<file path="config.mk">
export PLATFORM = sky130hd
export DESIGN_NAME = audio_pulse_multi
export DESIGN_NICKNAME = d
export VERILOG_FILES = /design/src/rtl/audio_pulse_multi.sv
export SDC_FILE = /design/constraint.sdc
export NUM_CORES = 1
export LEC_CHECK = 0
export CAP_MARGIN = 20
export CORE_ASPECT_RATIO = 0.7
export CORE_UTILIZATION = 45
export DETAILED_ROUTE_END_ITERATION = 16
export HOLD_SLACK_MARGIN = 0.06
export PLACE_DENSITY = 0.77
export SYNTH_ARGS = -nofsm -noshare
export SYNTH_HDL_FRONTEND = slang
export SYNTH_SLANG_ARGS = --single-unit
</file>
<file path="constraint.sdc">
create_clock -name clk -period 5.4 [get_ports clk]
set_clock_uncertainty 0.1 [all_clocks]
set_input_delay 1.08 -clock clk [delete_from_list [all_inputs] [get_ports clk]]
set_output_delay 1.08 -clock clk [all_outputs]
set_load 0.01 [all_outputs]
</file>
<file path="src/rtl/audio_pulse_multi.sv">
// Multi-channel pulse generator that turns level toggles into 64-bit shifter command words.
// Optional saturating overrun counter is built when AUDIO_PULSE_OVERRUN_EN is defined.
module audio_pulse_multi #(
   parameter int          NUM_CH = 4,
   parameter int          CNT_W  = 10,
   parameter logic [7:0]  VEL    = 8'hFF
) (
   input  logic                    clk,
   input  logic                    rst,
   input  logic                    en,
   input  logic [NUM_CH-1:0]       chan_en,
   input  logic [NUM_CH*CNT_W-1:0] half_period,
   input  logic                    shft_ready,
   output logic                    shft_load,
   output logic [63:0]             shft_data,
   output logic [NUM_CH-1:0]       level,
   output logic [7:0]              overrun_cnt
);

   localparam int IDX_W = (NUM_CH > 1) ? $clog2(NUM_CH) : 1;

   logic [CNT_W-1:0]  cnt     [NUM_CH];
   logic [CNT_W-1:0]  cnt_nxt [NUM_CH];
   logic [NUM_CH-1:0] level_nxt;
   logic [NUM_CH-1:0] evt;
   logic [NUM_CH-1:0] pending;
   logic [NUM_CH-1:0] pend_lvl;
   logic [NUM_CH-1:0] gnt_mask;
   logic [IDX_W-1:0]  last_g;
   logic [IDX_W-1:0]  gnt_idx;
   logic              gnt_found;
   logic              grant;

   // NOTE: every signal assigned in always_comb gets a default first, so no path can infer a latch.
   always_comb begin : chan_logic
      for (int i = 0; i < NUM_CH; i++) begin
         cnt_nxt[i]   = cnt[i];
         level_nxt[i] = level[i];
         evt[i]       = 1'b0;
         if (en) begin
            if (chan_en[i]) begin
               if (half_period[i*CNT_W +: CNT_W] != '0) begin
                  // >= lets a shrunk half-period toggle on the very next enabled cycle
                  if (cnt[i] >= half_period[i*CNT_W +: CNT_W] - CNT_W'(1)) begin
                     cnt_nxt[i]   = '0;
                     level_nxt[i] = ~level[i];
                     evt[i]       = 1'b1;
                  end else begin
                     cnt_nxt[i] = cnt[i] + CNT_W'(1);
                  end
               end
            end else begin
               cnt_nxt[i] = '0;
               if (level[i]) begin
                  level_nxt[i] = 1'b0;
                  evt[i]       = 1'b1;
               end
            end
         end
      end
   end

   // Round-robin search starts one past the last granted channel.
   always_comb begin : arbiter
      int idx;
      idx       = 0;
      gnt_idx   = last_g;
      gnt_found = 1'b0;
      for (int k = 1; k <= NUM_CH; k++) begin
         idx = int'(last_g) + k;
         if (idx >= NUM_CH) idx = idx - NUM_CH;
         if (!gnt_found && pending[IDX_W'(idx)]) begin
            gnt_found = 1'b1;
            gnt_idx   = IDX_W'(idx);
         end
      end
      grant    = shft_ready && gnt_found && !shft_load;
      gnt_mask = grant ? (NUM_CH'(1) << gnt_idx) : '0;
   end

   // NOTE: sequential state uses non-blocking assignments so all registers sample pre-edge values.
   always_ff @(posedge clk) begin
      if (rst) begin
         // NOTE: the counter array is reset explicitly; toggle timing depends on it starting at zero.
         for (int i = 0; i < NUM_CH; i++) cnt[i] <= '0;
         level     <= '0;
         pending   <= '0;
         pend_lvl  <= '0;
         shft_load <= 1'b0;
         shft_data <= '0;
         last_g    <= IDX_W'(NUM_CH - 1);
      end else begin
         for (int i = 0; i < NUM_CH; i++) cnt[i] <= cnt_nxt[i];
         level     <= level_nxt;
         shft_load <= grant;
         if (grant) begin
            shft_data <= {4'h9, 4'(gnt_idx), 48'h0, pend_lvl[gnt_idx] ? VEL : 8'h00};
            last_g    <= gnt_idx;
         end
         // A same-edge event on the granted channel re-arms it with the new level.
         pending  <= (pending & ~gnt_mask) | evt;
         pend_lvl <= (pend_lvl & ~evt) | (level_nxt & evt);
      end
   end

`ifdef AUDIO_PULSE_OVERRUN_EN
   logic [3:0] ovr_n;
   logic [8:0] ovr_sum;

   always_comb begin
      ovr_n = '0;
      for (int i = 0; i < NUM_CH; i++) ovr_n = ovr_n + 4'(evt[i] & pending[i]);
      ovr_sum = {1'b0, overrun_cnt} + 9'(ovr_n);
   end

   always_ff @(posedge clk) begin
      if (rst) overrun_cnt <= 8'h00;
      else     overrun_cnt <= ovr_sum[8] ? 8'hFF : ovr_sum[7:0];
   end
`else
   assign overrun_cnt = 8'h00;
`endif

endmodule

</file>
; Yosys cells after proc, flatten, opt, wreduce, memory -nomap -nowiden
; Memories as Yosys holds them, arrays and structs flattened.
; Index checks and enable logic that the tools add are counted.
[word_totals]
regBits = 26
ram_bits = 40
input_bits = 48
out_inout_bits = 77
word_cells = 152
mem_count = 1
[mem_list]
columns = memory, depth, word_bits, rd, rd_clocked_by_memory_dff, write_ports, line_no
row1 = cnt, 4, 10, 4, 0, 4, 22  ; logic [CNT_W-1:0] cnt [NUM_CH];
[classes]
add_sub_neg = 16
order_cmp = 13
shift = 1
n_mux = 87
n_bitwise = 15
n_reduce_logical = 13
[ops]
columns = op, n
row1 = $mux W10, 20
row2 = $mux W1, 52
row3 = $add A10 B1 Y10 const B, 4
row4 = $ge A10 B10 Y1, 4
row5 = $reduce_bool A10 Y1, 4
row6 = $sub A10 B1 Y10 const B, 4
row7 = $lt A2 B4 Y1 const B, 4
row8 = $mux W2, 8
row9 = $and A4 B4 Y4, 3
row10 = $bmux W1 S2, 5
row11 = $ge A3 B3 Y1 const B, 3
row12 = $mux W8, 1
row13 = $not A4 Y4, 2
row14 = $or A4 B4 Y4, 2
row15 = $sub A2 B1 Y2 const B, 4
row16 = $add A2 B2 Y3 const B, 2
row17 = $logic_and A1 B1 Y1, 5
row18 = $add A2 B3 Y4 const B, 1
row19 = $ge A4 B3 Y1 const B, 1
row20 = $logic_not A1 Y1, 4
row21 = $mux W4, 1
row22 = $not A1 Y1, 4
row23 = $or A1 B1 Y1, 4
row24 = $shl A1 B2 Y4 const A, 1
row25 = other kinds (2), 2

; Logic depth before layout (Yosys ltp)
[depth]
word_depth = 22
mapped_depth = 13
mapped_depth_nobuf = 12

; Worst setup path after synthesis
; Ideal clock, no wire load.
[synth_path]
kind = input -> register
startpoint = input port half_period[10]
endpoint = memory cnt[1][0]
setup_time_ps = 79
arrival_ps = 3617
required_ps = 5221
setup_slack_ps = 1604
cell_stages = 11
n_path_buf = 0
cell_sequence = inv_1 > ha_1 > or4b_1 > nor4_1 > xnor2_1 > ha_1 > and3_1 > a311o_1 > a21oi_1 > a21oi_1 > nor3_1
[synth_rtl]
columns = item, line_no
row1 = from (decl), 12  ; input logic [NUM_CH*CNT_W-1:0] half_period,
row2 = to (decl), 22

==> out/metrics.cfg <==
[synthesis]
ys_top_cells_by_count=68 x buf_4, 64 x nor2_1, 59 x dfxtp_1, 48 x ha_1, 46 x nand2_1
synth_compound_area_share_pct=12.2
synthMuxAreaShare_pct=0.921
ys.warnings.count=0
synth_cell_type_count=61
yosys.area.top_type=dfxtp_1
syn_avg_cell_area_um2=8.07
post-synth-top-count-cell=buf_4
synth_top_family_by_area=simple AND/OR/NAND/NOR gates
yosys.area.top_type_share_pct=24.8
yosys.area_share.xor_xnor_pct=12.5
synth_cells=589
synth.area.top_cells=dfxtp_1 25%, ha_1 13%, buf_4 11%
syn-cell-area_mm2=0.00476
synth_flop_cell=dfxtp_1
yosysSeqAreaShare_pct=24.8
synth_edf_count=0
yosys.area_share.simple_pct=22.9
ys_seq_elements=59
synthAdderAreaFrac_pct=12.6
ys_async_sr_fraction_pct=0

[layout]
nFillCells=916
area_growth_pct=16.8
drive_above_1_share_pct=4.31
num_antenna_cells=0
layout.nets=742

[sta]
hold_ws_ns=0.380
setup_viol_count_final=0
slew_violations=0
hold_viol=0
slew_headroom_pct=50.5
period_share_pct=82.3
fmax_mhz=225
rsz0062_at_grt=no
min_period_ns=4.44
tns_ns=0
tightest_slew_ns=0.732

[critical_path]
start_kind=input port
r2r_start=cnt[1][0]
path_class=input port to flop
rr_endpoint=cnt[1][7]
rrSetupSlack_ns=3.00
path_cells=clkdlybuf4s50_1 > inv_1 > ha_1 > or4b_1 > nor4_1 > xnor2_1 > ha_1 > a21oi_1 > nor2b_1 > a311o_1 > a21oi_1 > a21oi_1 > nor3_1
r2r_cells=8
cp.arrival_ns=4.58
crit_fanout=9
crit_required_ns=5.53
timing.critical_path.mode_cell=a21oi_1
worstSetupEndpointType=flop
max_stage_delay_ns=0.53
crit_slowest_cell=or4b_1

[floorplanning]
fp.coreArea_mm2=0.00998
rows=30
initial_utilization_pct=47.6
io_pins=125
dieArea_mm2=0.0110
die_w_um=125
fp.dieH_um=88.0

[grt]
gr-usage-met2_pct=31.2
met1_usage_pct=24.7
grt_overflow=0
grt_pass1_vias=3634
antenna_found_initial=0
grt_max_degree=30
grt_use_total_pct=18.8
grt_use_met3_pct=5.19
busiest_layer=met2
grt_pass1_wl_mm=16.7

[job]
cap_violations=0

[pwr]
switching_share_pct=24.8
p_switching_uw=314
peakVddDrop_mv=0.159
p_int_uw=953
power_frac_comb_pct=14.9
sequentialPowerShare_pct=35.8
p_clk_share_pct=49.3
p_leak_uw=0.00219
pwr_density_cell_mw_per_mm2=228

[drt]
drt_iter0_markers=193
routed_via_density=5.18
post_drt_wl_per_cell_um=13.3
vias=4030
postRouteWirelength_mm=10.3
drcViolationCount=10
firstDrtPassIters=11
drtAntennaViolNets=0

[placed_design]
port_buffers=64
gp_congestion=0.860
dpl.hpwl_mm=8.27

[clocking]
clk_path_buf_depth=2
clock_latency_ns=0.33
cts_resized=0
cts_sinks=59
ctsHoldBuffers=0
cts_tree=built
root_buffer=clkbuf_16
path_clk_slew_ns=0.05
htree_levels=3
cts_buffers=9
post_cts_buffers=0

[hold_path]
hp-class=flop to flop
hold_depth=2

[run_status]
status=complete, but fails checks
violations=design-rule violations

## final cells by class
type	count	area, um^2	area share, %
multi-input cells	483	3130	56.4
clock buffers	11	253	4.55
flip-flops and latches	59	1180	21.3
inverters	28	105	1.89
clock inverters	4	73.8	1.33
repair buffers	65	648	11.7
well taps	128	160	2.88
## metal layers
layer / vias up / routed length, um
met5: - / 0
met4: 0 / 63
met3: 6 / 536
met2: 112 / 4770
met1: 1869 / 4970
li1: 2043 / -
## logic make-up (layout without fill, tap and decap cells)
kind of cell / after synthesis / in the layout
simple gates: 219 / 219
flops: 59 / 59
xor+xnor: 68 / 68
buf+inv: 106 / 108
mux: 3 / 3
compound gates: 85 / 85
fa+ha+maj: 48 / 48
other cells: 1 / 60
## metrics by stage
stage / instance area, um^2 / total power, uW / setup slack, ns / utilization, % / instances
6_report: 5560 / 1270 / 0.957 / 55.6 / 778
5_1_grt: 5560 / 1320 / 0.712 / 55.6 / 778
2_1_floorplan: 4980 / 605 / 1.60 / - / 648
3_3_place_gp: 5230 / 642 / 0.918 / 52.4 / 763
4_1_cts: 5560 / 1270 / 0.979 / 55.6 / 778
3_5_place_dp: 5230 / 650 / 0.663 / 52.4 / 763
## layout by cell type (no fill, tap or decap), drive strengths merged, types with 7 or more instances in the layout
cell            n
a21oi          26
and3            7
clkbuf         11
clkdlybuf4s50  64
conb           60
dfxtp          59
ha             48
inv            28
nand2          46
nand2b          8
nand3          19
nand4          13
nor2           65
nor3           30
nor4            8
o21ai          17
xnor2          42
xor2           26
## power by group through the flow
stage	registers (uW)	logic [uW]	clock network, uW
final	454	189	625
after CTS	453	188	633
after floorplan	461	145	0
after global placement	462	181	0
after global routing	454	210	651
after detailed placement	463	187	0
## sequential cells by signal, summed over array words and instances, names as in the netlist, named ones only
| name | cells |
|---|---|
| shft_load | 1 |
| pending | 4 |
| last_g | 2 |
| shft_data | 4 |
| cnt | 40 |
| level | 4 |
## worst max-delay path by stage
stage | slack (ns) | cells after the start | from | to
2_1_floorplan | 1.60 | 11 | half_period[10] | cnt[1][0]
3_3_place_gp | 0.92 | 12 | half_period[10] | cnt[1][7]
3_5_place_dp | 0.66 | 13 | half_period[10] | cnt[1][7]
4_1_cts | 0.98 | 13 | half_period[10] | cnt[1][7]
5_1_grt | 0.71 | 13 | half_period[10] | cnt[1][7]
6_report | 0.96 | 13 | half_period[10] | cnt[1][7]
## critical path, delay by kind of cell
family	cells	cell delay, ns
xor+xnor	1	0.17
compound gates	4	1.12
fa+ha+maj	2	0.46
simple gates	4	1.21
buf+inv	2	0.55
No activity file was read; power rests on OpenSTA's default activity.
